===== src/rtl/imem_loader.sv =====
// Serial boot loader: parses a framed byte stream and writes the program image into
// instruction memory, holding the core in reset until a frame completes with a good checksum.
module imem_loader #(
    parameter int DATA_W = 24,
    parameter int ADDR_W = 24
) (
    input  logic              iw_clk,
    input  logic              iw_rst_n,
    input  logic [7:0]        iw_byte,
    input  logic              iw_byte_valid,
    output logic              ow_byte_ready,
    input  logic              iw_abort,
    output logic              ow_mem_we,
    output logic [ADDR_W-1:0] ow_mem_addr,
    output logic [DATA_W-1:0] ow_mem_wdata,
    output logic              ow_cpu_hold,
    output logic              ow_done,
    output logic              ow_err,
    output logic              or_busy
);

    localparam int ABYTES = ADDR_W / 8;
    localparam int DBYTES = DATA_W / 8;
    localparam logic [7:0] ALAST = 8'(ABYTES - 1);
    localparam logic [7:0] DLAST = 8'(DBYTES - 1);
    localparam logic [7:0] SYNC  = 8'hA5;

    typedef enum logic [2:0] {
        IDLE,
        HADDR,
        HCNT,
        DATA,
        WRITE,
        CSUM
    } state_t;

    state_t            r_state;
    state_t            w_next;
    logic              r_rdy;
    logic [7:0]        r_bcnt;
    logic [ADDR_W-1:0] r_addr;
    logic [DATA_W-1:0] r_data;
    logic [15:0]       r_remain;
    logic [7:0]        r_csum;
    logic [ADDR_W-1:0] r_mem_addr;
    logic [DATA_W-1:0] r_mem_wdata;
    logic              r_hold;
    logic              r_done;
    logic              r_err;

    logic              w_abort;
    logic              w_acc;
    logic              w_we;
    logic [15:0]       w_cnt_next;

    assign w_abort    = iw_abort && (r_state != IDLE);
    assign w_acc      = iw_byte_valid && ow_byte_ready && !w_abort;
    assign w_we       = (r_state == WRITE) && !w_abort;
    assign w_cnt_next = {r_remain[7:0], iw_byte};

    // r_rdy keeps ready low throughout reset and lets it rise on the first edge after release
    assign ow_byte_ready = r_rdy && (r_state != WRITE);
    assign ow_mem_we     = w_we;
    assign ow_mem_addr   = w_we ? r_addr : r_mem_addr;
    assign ow_mem_wdata  = w_we ? r_data : r_mem_wdata;
    assign ow_cpu_hold   = r_hold;
    assign ow_done       = r_done;
    assign ow_err        = r_err;
    assign or_busy       = (r_state != IDLE);

    always_ff @(posedge iw_clk or negedge iw_rst_n) begin
        if (!iw_rst_n) begin
            r_state <= IDLE;
        end else begin
            r_state <= w_next;
        end
    end

    always_comb begin
        w_next = r_state;
        if (w_abort) begin
            w_next = IDLE;
        end else begin
            case (r_state)
                IDLE:  if (w_acc && iw_byte == SYNC) w_next = HADDR;
                HADDR: if (w_acc && r_bcnt == ALAST) w_next = HCNT;
                HCNT:  if (w_acc && r_bcnt == 8'd1) w_next = (w_cnt_next != 16'd0) ? DATA : CSUM;
                DATA:  if (w_acc && r_bcnt == DLAST) w_next = WRITE;
                WRITE: w_next = (r_remain != 16'd1) ? DATA : CSUM;
                CSUM:  if (w_acc) w_next = IDLE;
                default: w_next = IDLE;
            endcase
        end
    end

    always_ff @(posedge iw_clk or negedge iw_rst_n) begin
        if (!iw_rst_n) begin
            r_rdy       <= 1'b0;
            r_bcnt      <= '0;
            r_addr      <= '0;
            r_data      <= '0;
            r_remain    <= '0;
            r_csum      <= '0;
            r_mem_addr  <= '0;
            r_mem_wdata <= '0;
            r_hold      <= 1'b1;
            r_done      <= 1'b0;
            r_err       <= 1'b0;
        end else begin
            r_rdy  <= 1'b1;
            r_done <= 1'b0;
            r_err  <= 1'b0;
            if (w_abort) begin
                r_err  <= 1'b1;
                r_bcnt <= '0;
            end else begin
                case (r_state)
                    IDLE: begin
                        if (w_acc && iw_byte == SYNC) begin
                            r_csum <= '0;
                            r_bcnt <= '0;
                            r_hold <= 1'b1;
                        end
                    end
                    HADDR: begin
                        if (w_acc) begin
                            r_addr <= (r_addr << 8) | ADDR_W'(iw_byte);
                            r_csum <= r_csum + iw_byte;
                            r_bcnt <= (r_bcnt == ALAST) ? 8'd0 : r_bcnt + 8'd1;
                        end
                    end
                    HCNT: begin
                        if (w_acc) begin
                            r_remain <= w_cnt_next;
                            r_csum   <= r_csum + iw_byte;
                            r_bcnt   <= (r_bcnt == 8'd1) ? 8'd0 : r_bcnt + 8'd1;
                        end
                    end
                    DATA: begin
                        if (w_acc) begin
                            r_data <= (r_data << 8) | DATA_W'(iw_byte);
                            r_csum <= r_csum + iw_byte;
                            r_bcnt <= (r_bcnt == DLAST) ? 8'd0 : r_bcnt + 8'd1;
                        end
                    end
                    WRITE: begin
                        r_mem_addr  <= r_addr;
                        r_mem_wdata <= r_data;
                        r_addr      <= r_addr + ADDR_W'(1);
                        r_remain    <= r_remain - 16'd1;
                    end
                    CSUM: begin
                        if (w_acc) begin
                            if (iw_byte == r_csum) begin
                                r_done <= 1'b1;
                                r_hold <= 1'b0;
                            end else begin
                                r_err <= 1'b1;
                            end
                        end
                    end
                    default: ;
                endcase
            end
        end
    end

endmodule


===== config.mk =====
export PLATFORM = sky130hd
export DESIGN_NAME = imem_loader
export DESIGN_NICKNAME = d
export VERILOG_FILES = /design/src/rtl/imem_loader.sv
export SDC_FILE = /design/constraint.sdc
export NUM_CORES = 1
export LEC_CHECK = 0
export BUFFER_PORTS_ARGS = -buffer_cell sky130_fd_sc_hd__buf_2
export CORE_MARGIN = 1.5
export CORE_UTILIZATION = 45
export CTS_CLUSTER_SIZE = 30
export DETAILED_ROUTE_END_ITERATION = 6
export GPL_TIMING_DRIVEN = 0
export REMOVE_ABC_BUFFERS = 1
export SLEW_MARGIN = 20
export SYNTH_ARGS = -nofsm -noshare
export SYNTH_HDL_FRONTEND = slang
export SYNTH_SLANG_ARGS = --single-unit

===== constraint.sdc =====
create_clock -name iw_clk -period 2.4 [get_ports iw_clk]
set_input_delay 0 -clock iw_clk [delete_from_list [all_inputs] [get_ports iw_clk]]
set_output_delay 0 -clock iw_clk [all_outputs]
set_load 0.005 [all_outputs]

==> results of run 1 <==
worst max path at each step:
stage                                  to  slack (ns)       start
final                     ow_mem_addr[16]        0.17  r_state[0]
after global routing           r_addr[16]        0.02   r_addr[0]
after CTS                      r_addr[12]        0.04  r_state[0]
after detailed placement       r_addr[14]       -0.05  r_state[1]
after global placement        r_remain[7]       -1.77  r_state[2]
after floorplan              r_remain[15]       -0.68  r_state[2]
power groups by stage:
stage / registers, mW / logic (mW) / clock network (mW)
after detailed placement: 3.87 / 2.59 / 0
final: 3.87 / 2.63 / 2.82
after CTS: 3.85 / 2.63 / 2.88
after global routing: 4.00 / 2.98 / 2.98
after floorplan: 3.59 / 1.91 / 0
after global placement: 3.82 / 2.46 / 0
sequential cells by signal, indices dropped and copies added, names as in the netlist:
| register | cells |
|---|---|
| r_state | 3 |
| ow_cpu_hold | 1 |
| r_addr | 24 |
| r_bcnt | 8 |
| r_mem_addr | 24 |
| ow_err | 1 |
| r_data | 24 |
| r_csum | 8 |
| ow_done | 1 |
| r_rdy | 1 |
| r_mem_wdata | 24 |
| r_remain | 16 |
logic make-up after synthesis:
kind of cell,count (synthesis),synth area share [%]
AOI/OAI and AO/OA,180,16.2
xor gates and xnor gates,6,0.768
adders and majority gates,15,2.85
buffers and inverters,58,3.45
DFF,135,49.4
muxes,76,12.4
other,1,0.0548
and+or+nand+nor,187,14.8
cell usage after synthesis (2+ instances only):
cell type  number
a211oi_1        2
a21oi_1        51
a22oi_1         4
a2bb2oi_1       8
a31oi_1        10
a32oi_1         4
and2_1          5
and3_1          6
and4_1          3
and4b_1         2
buf_2          14
clkbuf_1       25
dfrtp_1       134
ha_1           14
inv_1          18
mux2_2         73
mux2i_1         3
nand2_1        48
nand2b_1        5
nand3_1        17
nand4_1        12
nand4b_1        2
nor2_1         40
nor2b_1         2
nor3_1         11
nor3_2          3
nor4_1          6
o211ai_1        3
o21a_1          5
o21ai_0        50
o21ai_1         2
o21ba_2         2
o21bai_1        3
o22a_1          6
o22ai_1        14
o31ai_1         6
o32ai_1         3
or2_2           2
or3_1           6
or4_1           4
or4_4           2
xnor2_1         3
xor2_1          3
stage by stage:
stage                     utilization (%)  setup slack [ns]
after floorplan                         -            -0.676
after global placement               49.2             -1.77
after detailed placement             50.3           -0.0482
after CTS                            55.6            0.0397
after global routing                 55.7            0.0232
final                                55.7             0.169
timing repair:
action                                 CTS  global route
endpoints found under the hold margin  149             0
cloned                                   2             0
gates resized for setup                  6             5
hold buffers                            10             0
setup endpoints to repair               49            46
pin swaps                                2             2
setup buffers                            0             1
per-layer routing:
metal / part of all wire [%] / GRT usage [%] / wire length [µm] / vias to the layer above
li1: - / - / - / 2553
met1: 45 / 27.8 / 7170 / 2764
met2: 49 / 34.8 / 7840 / 128
met3: 4.5 / 5.74 / 728 / 25
met4: 2.0 / 8.18 / 325 / 0
met5: 0 / 0 / 0 / -
layout make-up:
cell class / count / area [µm²]
clock inverter: 14 / 209
multi-input combinational: 467 / 3290
clock buffer: 18 / 429
timing repair buffer: 83 / 573
sequential: 135 / 3380
tap: 184 / 230
inverter: 18 / 67.6
fill: 1236 / 6510
==> impl_results.md, run 1 <==
* Post-DP Area at 0.00740 mm²
* Placed Cells at slightly below 900
* Pwr/cell area at 1140 mW/mm²
* Post-Syn Area per Cell at about 10 µm²
* Worst reg2reg setup slack at between 0.15 and 0.2 ns
* Die H at roughly 130 µm
* Die Area at 0.0160 mm²
* RSZ-0062 raised after global routing: false
* Routed via count at ~5500
* Starting Density at between 40% and 50%
* Port bufs at 65
* Actual slew at the worst max-slew pin at 0.858 ns
* EDFF count, synth at 0
* Setup TNS Final at 0 ns
* Worst hold path class: in -> async
* Largest net degree at the start of global routing at 100
* I/O pins at 66
* Initial antenna violation count at 0
* Final setup fails at 0
* Max Fclk at 448 MHz
* Vias in the first global route at 5534
* Switch share at 35.1%
* Type of origin of the critical path: flop
* Most frequent cells in the layout: 131 x dfrtp_1, 73 x mux2_2, 64 x buf_2, 51 x a21oi_1, 49 x o21ai_0
* Clk slew on worst S/H paths at 0.07 ns
* Post-synth ARST share at 100%
* Post-DP HPWL at 10300 µm
* Final ANT Viol Nets at 0
* Seq cells post-synth at roughly 140
* Layout cell share with drive strength beyond 1 at approximately 28%
* TritonCTS clock tree: done
* Final net count at around 750
* Slew HR at 42.8%
* Logic pwr share at 28.2%
* Run status: completed
* Drt drc at 0
* Minimum clock period at 2.23 ns
* Peak supply drop at ~0.66 mV
* DRT Pass-1 Iters at 5
* Number of CTS-inserted buffers at 17
* Critical Path Stages at 4
* Max stage delay cell, worst path: dfrtp_2
* Synth top area cells: dfrtp_1 49%, mux2_2 12%, a21oi_1 3.7%, o21ai_0 3.7%, nand2_1 2.6%
* Cell area after layout at 0.00819 mm²
* Area leader, netlist: dfrtp_1
* Mapped Cells at 658
* Commonest non-fill, non-tap cell in the layout: dfrtp_1
* Cells along the critical path: nor2b_4 -> and2_4 -> mux2_2 -> buf_2
* First-pass GRT wire length at 27400 µm
* Reg-to-Reg Start: r_addr[0]
* Post-route non-filler standard cell count at 919
* Cell Int Power at 6.05 mW
* Crit-path max cell delay at 0.52 ns
* FP Rows at 44
* Total gr overflow at 0
* CP top delay family: simple AND/OR/NAND/NOR gates
* Crit-path max FO at 25
* Yosys top cell area share at 49.0%
* Ant diodes at 0
* Vias per std cell at 5.95
* Drt initial violations at approximately 390
* Crit end category: output pin
* H-tree levels at 4
* CTS root buffer: clkbuf_16
* CP bufs+invs at 1
* Routed WL at 16100 µm
* Final Hold Viols at 0
* Number of max-cap violations at 0
* Die extent in x at about 130 µm
* Hold WS at about 0.04 ns
* Static leakage at 3.74 nW
* Clock share of power at slightly above 30%
* Reg2reg end: r_addr[16]
* Clock Skews at 0.0113 ns
* Total track usage at 21.5%
* Worst reg2reg path depth at 6
* Reg power frac at 41.5%
* Placer Congestion at 0.832
* Final Cycle Share at 92.9%
* Routed WL per cell at 17.5 µm
* Synthesized cell area at 0.00685 mm²
* WP data arrival at 2.23 ns
* Number of distinct library cells after synthesis at 65
* Net Sw Power at 3.27 mW
* Clk_lat worst skew at 0.42 ns
* Crit Path Category: reg -> out
* Fin. max-slew vios at 0
* Synth Flop Type: dfrtp_1
* Sequential share of the synthesized area at 49.4%
* Area Growth Syn to Fin at 19.6%
* Critical Path RT at 2.40 ns
* Power, Total at 9.32 mW
* Core area at 0.0147 mm²
* Clock tree buffer depth at 2
* Clock tree sinks at approximately 140
* Yosys warns at 0
(Power assumes the default switching activity.)
==> run 2, diff against run 1 <==
--- a/config.mk
+++ b/config.mk
@@ -6,7 +6,6 @@
 export NUM_CORES = 1
 export LEC_CHECK = 0
 export BUFFER_PORTS_ARGS = -buffer_cell sky130_fd_sc_hd__buf_2
-export CORE_MARGIN = 1.5
 export CORE_UTILIZATION = 45
 export CTS_CLUSTER_SIZE = 30
 export DETAILED_ROUTE_END_ITERATION = 6
==> impl_results.md, run 2 (synthesis gave the netlist of run 1 again) <==
* Die extent in x at 125 µm
* Cell area after layout at 0.00818 mm²
* Crit end category: output pin
* Peak supply drop at 0.675 mV
* TritonCTS clock tree: done
* Drt initial violations at roughly 410
* Slew HR at a little over two fifths
* Final Hold Viols at 0
* Critical Path RT at roughly 2.4 ns
* Number of max-cap violations at 0
* CTS root buffer: clkbuf_16
* Layout cell share with drive strength beyond 1 at 28.5%
* First-pass GRT wire length at 27300 µm
* Static leakage at 3.74 nW
* Worst reg2reg setup slack at 0.15 ns
* Worst reg2reg path depth at 5
* DRT Pass-1 Iters at 7
* Placed Cells at 874
* Post-route setup slack at 0.124 ns
* Total gr overflow at 0
* CP startpoint: r_state[1]
* Hold WS at 0.00624 ns
* WP data arrival at 2.28 ns
* FP Rows at 44
* Total track usage at a little over a fifth
* Post-DP Area at 0.00741 mm²
* Number of CTS-inserted buffers at 17
* Clock tree sinks at roughly 140
* Actual slew at the worst max-slew pin at 0.858 ns
* Run status: completed
* Vias per std cell at 5.93
* Vias in the first global route at 5417
* Port bufs at 65
* Clk_lat worst skew at 0.42 ns
* Worst setup path endpoint: ow_mem_wdata[3]
* Starting Density at 46.6%
* Crit-path max FO at 15
* Die H at about 130 µm
* Initial antenna violation count at 0
* Area Growth Syn to Fin at 19.5%
* Commonest non-fill, non-tap cell in the layout: dfrtp_1
* Final ANT Viol Nets at 0
* RSZ-0062 raised after global routing: false
* Pre-CTS setup slack at -0.116 ns
* Most frequent cells in the layout: 133 x dfrtp_1, 73 x mux2_2, 64 x buf_2, 51 x a21oi_1, 49 x o21ai_0
* Ant diodes at 0
* Worst hold path class: in -> reg
* Routed WL at 16500 µm
* Post-route non-filler standard cell count at just over 900
* Pwr/cell area at 1120 mW/mm²
* Reg2reg end: r_bcnt[6]
* Core area at 0.0147 mm²
* I/O pins at between 60 and 70
* Final Cycle Share at between 90% and 100%
* Die Area at ~0.016 mm²
* H-tree levels at 4
* Clock tree buffer depth at 2
* Final setup fails at 0
* Routed WL per cell at 17.9 µm
* Largest net degree at the start of global routing at 86
* Crit Path Category: reg -> out
* Post-DP HPWL at slightly above 10000 µm
* Reg-to-Reg Start: r_state[0]
* Clk slew on worst S/H paths at 0.07 ns
* Final net count at 752
* Minimum clock period at around 2.3 ns
* Type of origin of the critical path: flop
* Power, Total at between 9 and 10 mW
* Placer Congestion at 0.819
* Max Fclk at 439 MHz
* Drt drc at 0
* Routed via count at 5466
* Fin. max-slew vios at 0
* Clock Skews at 0.0116 ns
run 2: how the worst min path moves through the flow:
| stage | start | endpoint | slack (ns) | cells past startpoint |
|---|---|---|---|---|
| 6_report | iw_byte[5] | r_data[5] | 0.006 | 2 |
| 5_1_grt | iw_byte[5] | r_data[5] | 0.005 | 2 |
| 4_1_cts | iw_abort | ow_err | 0.01 | 3 |
| 3_5_place_dp | iw_rst_n | r_mem_addr[16] | -0.06 | 1 |
| 3_3_place_gp | iw_byte[3] | r_data[3] | 0.36 | 2 |
| 2_1_floorplan | iw_rst_n | ow_done | -0.30 | 0 |
run 2: routing by layer:
layer / wire [µm] / GRT usage (%) / up-vias
met4: 248 / 8.18 / 0
met2: 8100 / 35.9 / 150
met1: 7380 / 28.0 / 2725
li1: - / - / 2570
met3: 814 / 5.73 / 21
met5: 0 / 0 / -
run 2: through the flow:
step / TNS, ns / util (%)
floorplan: -20.79 / -
global placement: -207.52 / 49.2
detailed placement: -0.127 / 50.4
CTS: 0 / 55.4
global route: 0 / 55.7
finish: 0 / 55.7
run 2: repair_timing:
item | 4_1_cts | 5_1_grt
endpoints found under the setup margin | 51 | 59
buffers inserted | 0 | 4
cloned | 3 | 0
hold buffers | 9 | 0
gates resized for setup | 7 | 2
pin swaps | 2 | 2
hold endpoints to repair | 147 | 0
run 2: worst max-delay path, stage by stage (launching register included):
cell	delay, ns
dfrtp_2	0.52
nor2_2	0.40
and2_4	0.39
mux2_2	0.39
buf_2	0.14
run 2: final cells by class:
cell class              count  area (µm²)
repair buffers             85         598
clock buffers              20         467
flip-flops and latches    135        3380
fillers                  1255        6520
clock inverters            12         144
well taps                 184         230
inverters                  18        67.6
multi-input cells         468        3290
run 2: power by group:
part           switching, mW  internal [mW]  leakage (nW)
clock                   1.04           1.63         0.289
combinational           1.37           1.25          1.71
sequential             0.834           3.03          1.74
